--- src/rtl/slideshow_ctrl.sv ---
// slideshow_ctrl: upscaled multi-image ROM slideshow with manual/auto frame-synchronous image switching
module slideshow_ctrl #(
    parameter int N_IMG = 4,
    parameter int IMG_W = 160,
    parameter int IMG_H = 120,
    parameter int SCALE_LOG2 = 2,
    parameter int ROM_LAT = 1,
    parameter int DWELL_FRAMES = 60,
    localparam int AW = $clog2(IMG_W*IMG_H),
    localparam int IW = $clog2(N_IMG),
    localparam int CW = $clog2(DWELL_FRAMES+1)
) (
    input  logic              clk_i,
    input  logic              rst_i,
    input  logic [N_IMG-1:0]  sel_i,
    input  logic              auto_i,
    input  logic              hsync_i,
    input  logic              vsync_i,
    input  logic              visible_i,
    input  logic [9:0]        pos_x_i,
    input  logic [9:0]        pos_y_i,
    output logic [AW-1:0]     rom_addr_o,
    input  logic [12*N_IMG-1:0] img_rdata_i,
    output logic [3:0]        vga_red_o,
    output logic [3:0]        vga_green_o,
    output logic [3:0]        vga_blue_o,
    output logic              vga_hsync_o,
    output logic              vga_vsync_o,
    output logic [IW-1:0]     cur_img_o
);
    typedef enum logic {MANUAL, AUTO} state_t;
    state_t state_q, state_d;
    logic [9:0] sx, sy;
    logic in_img, fb, sel_ok, last, vs_prev_q;
    logic [IW-1:0] sel_idx, nxt, active_q, active_d, pending_q, pending_d;
    logic [CW-1:0] dwell_q, dwell_d;
    logic ovr_q, ovr_d;
    logic [3:0] pipe [ROM_LAT];
    logic [3:0] tail;
    assign sx = pos_x_i >> SCALE_LOG2;
    assign sy = pos_y_i >> SCALE_LOG2;
    assign in_img = (32'(sx) < IMG_W) && (32'(sy) < IMG_H);
    assign rom_addr_o = in_img ? AW'(32'(sy)*IMG_W + 32'(sx)) : '0;
    // flag pipeline per stage: {hsync, vsync, visible, in_img}
    always_ff @(posedge clk_i or posedge rst_i) begin
        if (rst_i) begin
            for (int i = 0; i < ROM_LAT; i++) pipe[i] <= 4'b1100;
        end else begin
            pipe[0] <= {hsync_i, vsync_i, visible_i, in_img};
            for (int i = 1; i < ROM_LAT; i++) pipe[i] <= pipe[i-1];
        end
    end
    assign tail = pipe[ROM_LAT-1];
    assign {vga_red_o, vga_green_o, vga_blue_o} = (tail[1] && tail[0]) ? img_rdata_i[12*32'(active_q) +: 12] : 12'h000;
    assign vga_hsync_o = tail[3];
    assign vga_vsync_o = tail[2];
    assign cur_img_o = active_q;
    assign fb = !vsync_i && vs_prev_q;
    assign sel_ok = $onehot(sel_i);
    assign last = dwell_q == CW'(DWELL_FRAMES-1);
    assign nxt = (active_q == IW'(N_IMG-1)) ? '0 : active_q + 1'b1;
    always_comb begin
        sel_idx = '0;
        for (int i = 0; i < N_IMG; i++) if (sel_i[i]) sel_idx = IW'(i);
    end
    always_ff @(posedge clk_i or posedge rst_i) begin
        if (rst_i) begin
            state_q <= MANUAL;
            active_q <= '0;
            pending_q <= '0;
            dwell_q <= '0;
            ovr_q <= 1'b0;
            vs_prev_q <= 1'b1;
        end else begin
            state_q <= state_d;
            active_q <= active_d;
            pending_q <= pending_d;
            dwell_q <= dwell_d;
            ovr_q <= ovr_d;
            vs_prev_q <= vsync_i;
        end
    end
    always_comb begin
        state_d = auto_i ? AUTO : MANUAL;
        active_d = active_q;
        pending_d = sel_ok ? sel_idx : pending_q;
        dwell_d = dwell_q;
        ovr_d = ovr_q;
        if (state_q == MANUAL) begin
            dwell_d = '0;
            ovr_d = 1'b0;
            active_d = fb ? pending_d : active_q;
        end else if (fb) begin
            dwell_d = (sel_ok || ovr_q || last) ? '0 : dwell_q + 1'b1;
            ovr_d = 1'b0;
            active_d = sel_ok ? sel_idx : ovr_q ? pending_q : last ? nxt : active_q;
            pending_d = (!sel_ok && !ovr_q && last) ? nxt : pending_d;
        end else if (sel_ok) begin
            dwell_d = '0;
            ovr_d = 1'b1;
        end
        // leaving auto freezes the shown image as the manual choice
        if (state_q == AUTO && !auto_i) begin
            pending_d = active_d;
            dwell_d = '0;
            ovr_d = 1'b0;
        end
    end
endmodule

--- config.mk ---
export PLATFORM = sky130hd
export DESIGN_NAME = slideshow_ctrl
export DESIGN_NICKNAME = d
export VERILOG_FILES = /design/src/rtl/slideshow_ctrl.sv
export SDC_FILE = /design/constraint.sdc
export NUM_CORES = 1
export LEC_CHECK = 0
export CAP_MARGIN = 20
export CELL_PAD_IN_SITES_DETAIL_PLACEMENT = 1
export CELL_PAD_IN_SITES_GLOBAL_PLACEMENT = 2
export CORE_UTILIZATION = 19
export CTS_BUF_LIST = sky130_fd_sc_hd__clkbuf_4 sky130_fd_sc_hd__clkbuf_8
export DETAILED_ROUTE_END_ITERATION = 10
export PLACE_DENSITY_LB_ADDON = 0.1
export SETUP_SLACK_MARGIN = 0.3
export SYNTH_ARGS = -nofsm -noshare
export SYNTH_HDL_FRONTEND = slang
export SYNTH_SLANG_ARGS = --single-unit
--- constraint.sdc ---
create_clock -name clk_i -period 3.2 [get_ports clk_i]
set_input_delay 0.64 -clock clk_i [delete_from_list [all_inputs] [get_ports clk_i]]
set_output_delay 0.64 -clock clk_i [all_outputs]
set_load 0.01 [all_outputs]
# --- Word level (Yosys, flattened, before mapping) ---
# Cells that the tools add are included.
word_totals:
  regBits: 17
  output_inout_bits: 31
classes:
  add_sub_neg: 6
  n_mul: 2
  order_cmp: 2
  n_eq_ne: 4
  shifts: 1
  muxes: 27
  reduce_logical: 12
op_table:
  columns: ["cell", "count"]
  rows:
  - ["$shiftx A48 B7 Y12", 1]
  - ["$mux W6", 5]
  - ["$mux W2", 14]
  - ["$add A15 B8 Y15", 1]
  - ["$mux W15", 1]
  - ["$mux W12", 1]
  - ["$mul A8 B3 Y10 const B", 1]
  - ["$lt A8 B7 Y1 const B", 1]
  - ["$lt A8 B8 Y1 const B", 1]
  - ["$add A6 B1 Y6 const B", 1]
  - ["$eq A6 B6 Y1 const B", 1]
  - ["$logic_and A1 B1 Y1", 6]
  - ["$mux W1", 6]
  - ["$add A1 B1 Y2", 2]
  - ["$logic_not A1 Y1", 4]
  - ["$mul A2 B2 Y4 const A", 1]
  - ["$ne A4 B1 Y1 const B", 1]
  - ["$add A2 B2 Y3", 1]
  - ["$eq A3 B1 Y1 const B", 1]
  - ["$add A2 B1 Y2 const B", 1]
  - ["$eq A2 B2 Y1 const B", 1]
  - ["$logic_or A1 B1 Y1", 2]

# --- Longest topological paths before layout ---
# Gate-level depths: netlist (run 1).
depth:
  depth_word: 10
  mapped_depth: 11

# --- Least setup slack after synthesis (run 1) ---
# No wires, ideal clock.
synth_path:
  kind: "input-to-output"
  from: "input port pos_y_i[3]"
  to: "output port rom_addr_o[13]"
  arrival_ps: 2721
  required_ps: 2560
  path_slack_ps: -161
  stages: 9
  path_buffers: 0
  cell_sequence: "ha_1 ha_1 inv_1 fa_1 nand2b_1 o2bb2ai_1 xor2_1 or4b_1 a21oi_1"
synth_via:
  elab_chain_cells: 3
  elab_cells_between_ends: 5
synth_lines:
  columns: ["item", "line", "source"]
  rows:
  - ["start: declaration", "21", "input logic [9:0] pos_y_i,"]
  - ["$mul A8 B3 Y10 / $lt A8 B7 Y1 (equally long branches)", "43, 42", null]
  - ["$add A15 B8 Y15 / $logic_and A1 B1 Y1 (equally long branches)", "43, 42", null]
  - ["$mux W15 (*)", "43", "assign rom_addr_o = in_img ? AW'(32'(sy)*IMG_W + 32'(sx)) : '0;"]
  - ["end: declaration", "22", "output logic [AW-1:0] rom_addr_o,"]
# Every way passes the cells marked *; elsewhere a longest branch is shown, timed or not.

# --- Final worst setup path (run 1) ---
layout_path:
  from: "input port pos_y_i[5]"
  to: "output port rom_addr_o[13]"
# The elaborated chain is that of the path after synthesis.

==> impl_metrics.ini, run 1 <==
[die]
core_area_um2 = 9680
rows = 36
die-area_um2 = 10300
die_x_um = 102
initial_utilization_pct = 19.5
pin_count = 109
dieHeight_um = 102

[detailed_routing]
dr.pass1.iters = 4
routed_wl_um = 7160
dr_total_vias = 2189
drt_iter0_drc = 33
wl_per_cell_um = 14.5
drc_errors = 0
vias_per_cell = 4.42
ant_nets = 0

[finish]
drive_above_1_share_pct = 41.2
final_cells = 495
areaGrowthSynthToFinish_pct = 110
final_nets = 463
diodes = 0

[synth]
synth_flop_cell = dfrtp_1
synth_fa_ha_area_share_pct = 15.8
synth_simple_gate_area_share_pct = 23.5
postSynthNetCount = 302
syn-cell-area_um2 = 1890
synthMuxAreaShare_pct = 15.9
synth_top_family_by_area = simple AND/OR/NAND/NOR gates
synth_cells = 202
yosysTopAreaCellShare_pct = 18.5
synth-compound-area-share_pct = 15.3
ys_types = 54
synth_area_leaders = dfrtp_1 19%, mux4_2 14%, ha_1 13%
ys_seq_area_share_pct = 21.3
synth_top_area_cell = dfrtp_1
synth_xor_area_share_pct = 4.17
ys_seq_elements = 16
synth-edff-count = 0
ys_warn_count = 0
async_flop_share_pct = 100
syn_area_per_cell_um2 = 9.35

[clocking]
clockRootBuffer = clkbuf_8
clock-sinks = 16
clkTransAtPathRegs_ns = 0.06
cts_tree = done
numCtsBuffers = 3
ctsLongestPathBuffers = 2
cts_hold_repair.buffers = 0
clk_latency_ns = 0.25
htree_levels = 1

[power_and_ir_drop]
p_int_uw = 879
power_mw = 1.34
p_leak_nw = 1.71
p_clk_share_pct = 13.4
seq_power_share_pct = 20.3
p_switching_uw = 463
powerDensity_nw_per_um2 = 338
share_comb_of_total_power_pct = 66.3
vdd_drop_max_uv = 135
switching_share_pct = 34.5

[run_status]
violations = setup timing
status = complete, but fails checks

[sta]
hold-worst-slack_ns = 0.538
period_share_pct = 106
setup_ws_ns = -0.189
fin_crit_ns = 3.39
slew_violations = 0
rsz0062_at_grt = yes
fmax_mhz = 295
finClkSkew_ns = 0.00125
tightestPinTransition_ns = 0.637
setup_violations = 4
slew_headroom_pct = 57.5
finalHoldViolations = 0

[worst_setup_path]
required_ns = 2.56
critPathMaxFanout = 3
cp-start-kind = input port
criticalPathCategory = input port to output port
arrival_ns = 2.75
end_kind = output port

[grt]
antenna_found_initial = 0
grt_overflow = 0
grt_max_degree = 17
grt_util_all_layers_pct = 13.6
grt_pass1_wl_um = 11100
grt_pass1_vias = 2309

[placement]
place_hpwl_um = 5630
port_buffers = 104
gp_congestion = 0.718
place_inst = 478
pre_cts_slack_ns = -1.08

[worst_hold_path]
hold_class = flip-flop to flip-flop

[run]
drv_cap = 0
layout by cell type (no fill, tap or decap), types with 3 or more instances in the layout:
master / count
buf_2: 9
xnor2_1: 3
dlygate4sd2_1: 7
and2_1: 6
nor2_1: 14
mux4_2: 12
nand4_1: 3
and3_1: 12
inv_1: 8
inv_2: 5
xnor2_2: 3
a21oi_1: 3
ha_1: 6
buf_6: 13
o21ai_0: 5
clkdlybuf4s15_1: 6
nor3_2: 3
clkdlybuf4s50_1: 75
a21o_1: 5
ha_4: 13
o21ai_1: 3
dfrtp_1: 14
clkbuf_8: 4
nand2_1: 7
nand2b_1: 4
buf_4: 49
nand3_1: 4
mux2i_1: 3
per-layer routing:
layer	wire length (µm)	global-route usage, %	vias to the layer above
li1	-	-	1069
met1	3190	17.5	1034
met2	3400	23.6	82
met3	547	2.97	4
met4	34	2.34	0
met5	0	0	-
registers in the layout (all words and copies together), names as in the netlist:
name,count
cur_img_o,2
pending_q,2
dwell_q,6
ovr_q,1
pipe,4
state_q,1
stage by stage:
| stage | cell area, µm² | setup TNS [ns] | util, % |
|---|---|---|---|
| 2_1_floorplan | 1910 | -0.0288 | - |
| 3_3_place_gp | 3440 | -8.32 | 35.5 |
| 3_5_place_dp | 3440 | -8.48 | 35.5 |
| 4_1_cts | 3840 | -0.502 | 39.6 |
| 5_1_grt | 3960 | -0.774 | 40.9 |
| 6_report | 3960 | -0.423 | 40.9 |
synth_stat cells, types with 2 or more instances:
cell type  count
o21ai_1        4
nand4_1        3
a21oi_1        4
nand2_1        8
o21a_1         2
and2_1         8
inv_1         13
nor3b_1        2
and3_1        13
mux2i_1        3
o21ai_0        6
o211ai_1       2
dfstp_2        2
mux4_2        12
nand2b_1       6
nor2_1        17
clkbuf_1       5
dfrtp_1       14
or3_1          2
nor2b_1        2
fa_1           3
ha_1          19
a22oi_1        2
xor2_1         3
nand3_1        7
nor3_1         3
xnor2_1        6
a21o_1         5
cell type report:
| class | instances | area (µm²) |
|---|---|---|
| sequential | 16 | 403 |
| clock buffer | 4 | 55.1 |
| multi-input combinational | 166 | 1810 |
| fill | 1103 | 5720 |
| timing repair buffer | 163 | 1480 |
| tap | 133 | 166 |
| inverter | 13 | 48.8 |
worst max-delay path, stage by stage:
cell and delay [ns]:
buf_8 0.10, ha_4 0.26, ha_4 0.13, inv_2 0.04, fa_2 0.34, nand2b_4 0.16, o2bb2ai_4 0.14, xor2_2 0.16
or4b_4 0.52, a21oi_2 0.12, buf_2 0.13
power by group through the flow:
stage               Sequential, mW  Combinational (mW)  Clock [mW]
floorplan                    0.254               0.413           0
global placement             0.276               0.746           0
detailed placement           0.277               0.753           0
CTS                          0.275               0.844       0.190
global route                 0.278               0.967       0.202
finish                       0.272               0.889       0.180
logic make-up (layout without fill, tap and decap cells):
group	Yosys count	count (layout)
simple gates	80	80
compound gates	40	40
fa+ha+maj	22	22
buf+inv	20	180
flops	16	16
mux	15	15
xor+xnor	9	9
final timing paths:
kind | from | endpoint | slack, ns | cells past startpoint
worst min register to register | dwell_q[0] | dwell_q[0] | 0.54 | 1
max in group asynchronous | rst_i | dwell_q[4] | 2.02 | 2
worst max-delay path | pos_y_i[5] | rom_addr_o[13] | -0.19 | 11
worst min-delay path | dwell_q[0] | dwell_q[0] | 0.54 | 1
min in group asynchronous | rst_i | pending_q[1] | 0.77 | 2
worst max register to register | dwell_q[0] | pending_q[0] | 1.49 | 6
timing repair:
action	CTS	global route
setup buffers	9	4
resized for setup	131	33
pin swaps	35	15
setup endpoints to repair	25	15
(Power assumes the default switching activity.)
==> run 2: changes to the inputs <==
Settings changed: CORE_UTILIZATION 19 to 23, CTS_BUF_LIST sky130_fd_sc_hd__clkbuf_4 sky130_fd_sc_hd__clkbuf_8 to not set, TNS_END_PERCENT set to 20.
Clock period 3.2 ns to 4.3 ns, I/O delays scaled along.
==> run 2 against run 1 <==
The run now ends clean. Die area is 17% lower. Global-route usage is 2.3 points higher. Sequential share of layout area is 1.5 points higher. Non-clock buffer count is 30 lower. Combinational power is 41% lower. Clock skew is 0.0022 ns higher. Via count is 3.9% lower. Register-to-register slack better by 0.94 ns. Count of clock-buffer cells in the layout stayed put. Utilization is 3.2 points higher.
==> impl_metrics.ini, run 2 (synthesis gave the netlist of run 1 again) <==
[run_status]
status = finished, final reports clean

[clocking]
clockRootBuffer = clkbuf_8
cts_hold_repair.buffers = 0
clkTransAtPathRegs_ns = 0.06
clk_latency_ns = 0.25
htree_levels = 1
clock-sinks = 16
cts_tree = done
ctsLongestPathBuffers = 2
numCtsBuffers = 3

[finish]
multiInputGateArea_um2 = 1610
largest-register = dwell_q
diodes = 0
final_area_um2 = 3470
final_common_cell = clkdlybuf4s50_1
fill_cells = 921
areaGrowthSynthToFinish_pct = 83.4
final_cells = 434
drive_above_1_share_pct = 25.0
final_nets = 433
fin_util_pct = 44.2
area.sequential_um2 = 403
most-common-layout-cells = 92 x clkdlybuf4s50_1, 29 x buf_4, 16 x nor2_1
largest_register_ffs = 6
largestRegisters = dwell_q (6), pipe (4)

[grt]
grt_util_all_layers_pct = 16.0
antenna_found_initial = 0
grt_max_degree = 18
grt_overflow = 0
grt_pass1_wl_um = 11000
grt_pass1_vias = 2254

[detailed_routing]
routed_wl_um = 6820
ant_nets = 0
drc_errors = 0
vias_per_cell = 4.85
wl_per_cell_um = 15.7
dr.pass1.iters = 4
dr_total_vias = 2103
drt_iter0_drc = 59

[sta]
rsz0062_at_grt = yes
fin_crit_ns = 3.97
hold-worst-slack_ns = 0.530
period_share_pct = 92.4
finClkSkew_ns = 0.00343
tightestPinTransition_ns = 0.873
setup_violations = 0
finalHoldViolations = 0
fmax_mhz = 252
slew_headroom_pct = 41.8
slew_violations = 0

[worst_hold_path]
hold_class = flip-flop to flip-flop

[die]
initial_utilization_pct = 24.1
die-area_um2 = 8580
pin_count = 109
rows = 32
die_x_um = 92.6
dieHeight_um = 92.6
core_area_um2 = 7850

[power_and_ir_drop]
power_uw = 866
vdd_drop_max_uv = 144
p_leak_nw = 1.47
powerDensity_nw_per_um2 = 250

[worst_setup_path]
crit_chain = buf_2 -> buf_4 -> ha_1 -> ha_2 -> buf_4 -> nand2b_4 -> o2bb2ai_2 -> xor2_2 -> or4b_1 -> a21oi_1 -> buf_2
reg2regPathDepth = 4
cp-startpoint = pos_y_i[5]
end_kind = output port
r2r-start = cur_img_o[0]
criticalPathCategory = input port to output port
r2r_slack_ns = 2.43
slowest_stage = or4b_1
critPathMaxFanout = 3
crit_path_max_incr_delay_ns = 0.51
cp-start-kind = input port
timing.rr.end = pending_q[0]
required_ns = 3.44
arrival_ns = 3.11
endpoint = rom_addr_o[13]

[placement]
place_inst = 426
place_hpwl_um = 5600
gp_congestion = 0.772
port_buffers = 104
dpl_cell_area_um2 = 3220

[run]
drv_cap = 0
## run 2: layout make-up
cell class / count / share of cell area, %
multi-input cells: 166 / 46.5
flip-flops and latches: 16 / 11.6
well taps: 102 / 3.68
repair buffers: 133 / 35.5
inverters: 13 / 1.41
clock buffers: 4 / 1.30
## run 2: worst min-delay path by stage
stage | slack (ns) | start | endpoint | cells after the start
floorplan | 0.49 | dwell_q[0] | dwell_q[0] | 1
global placement | 0.52 | dwell_q[1] | dwell_q[1] | 1
detailed placement | 0.52 | dwell_q[0] | dwell_q[0] | 1
CTS | 0.54 | dwell_q[0] | dwell_q[0] | 1
global route | 0.60 | dwell_q[0] | dwell_q[0] | 1
finish | 0.53 | dwell_q[0] | dwell_q[0] | 1
## run 2: repair_timing
item                                    CTS  global route
buffers inserted                          3             1
pin swaps                                14             1
endpoints found under the setup margin    9            13
cloned                                    0             0
resized for setup                        61             5
## run 2: power by group
| group | internal, mW | switching (mW) |
|---|---|---|
| Sequential | 0.169 | 0.0601 |
| Clock | 0.0656 | 0.0507 |
| Combinational | 0.330 | 0.191 |
| Total | 0.564 | 0.302 |
## run 2: worst max-delay path, delay by kind of cell
kind	cells	cell delay, ns
fa+ha+maj	2	0.63
compound gates	2	0.29
buf+inv	4	0.55
xor+xnor	1	0.21
simple gates	2	0.57
## run 2: through the flow
stage	setup WS [ns]	setup TNS [ns]
after floorplan	0.499	0
after global placement	-0.496	-1.41
after detailed placement	-0.510	-1.52
after CTS	0.304	0
after global routing	0.229	0
final	0.326	0
## run 2: layer usage
layer	wire, µm	global-route usage (%)	share of wire (%)
met2	3250	28.7	48
met1	2940	20.4	43
met3	621	3.61	9.1
met4	0	0.769	0
met5	0	0	0
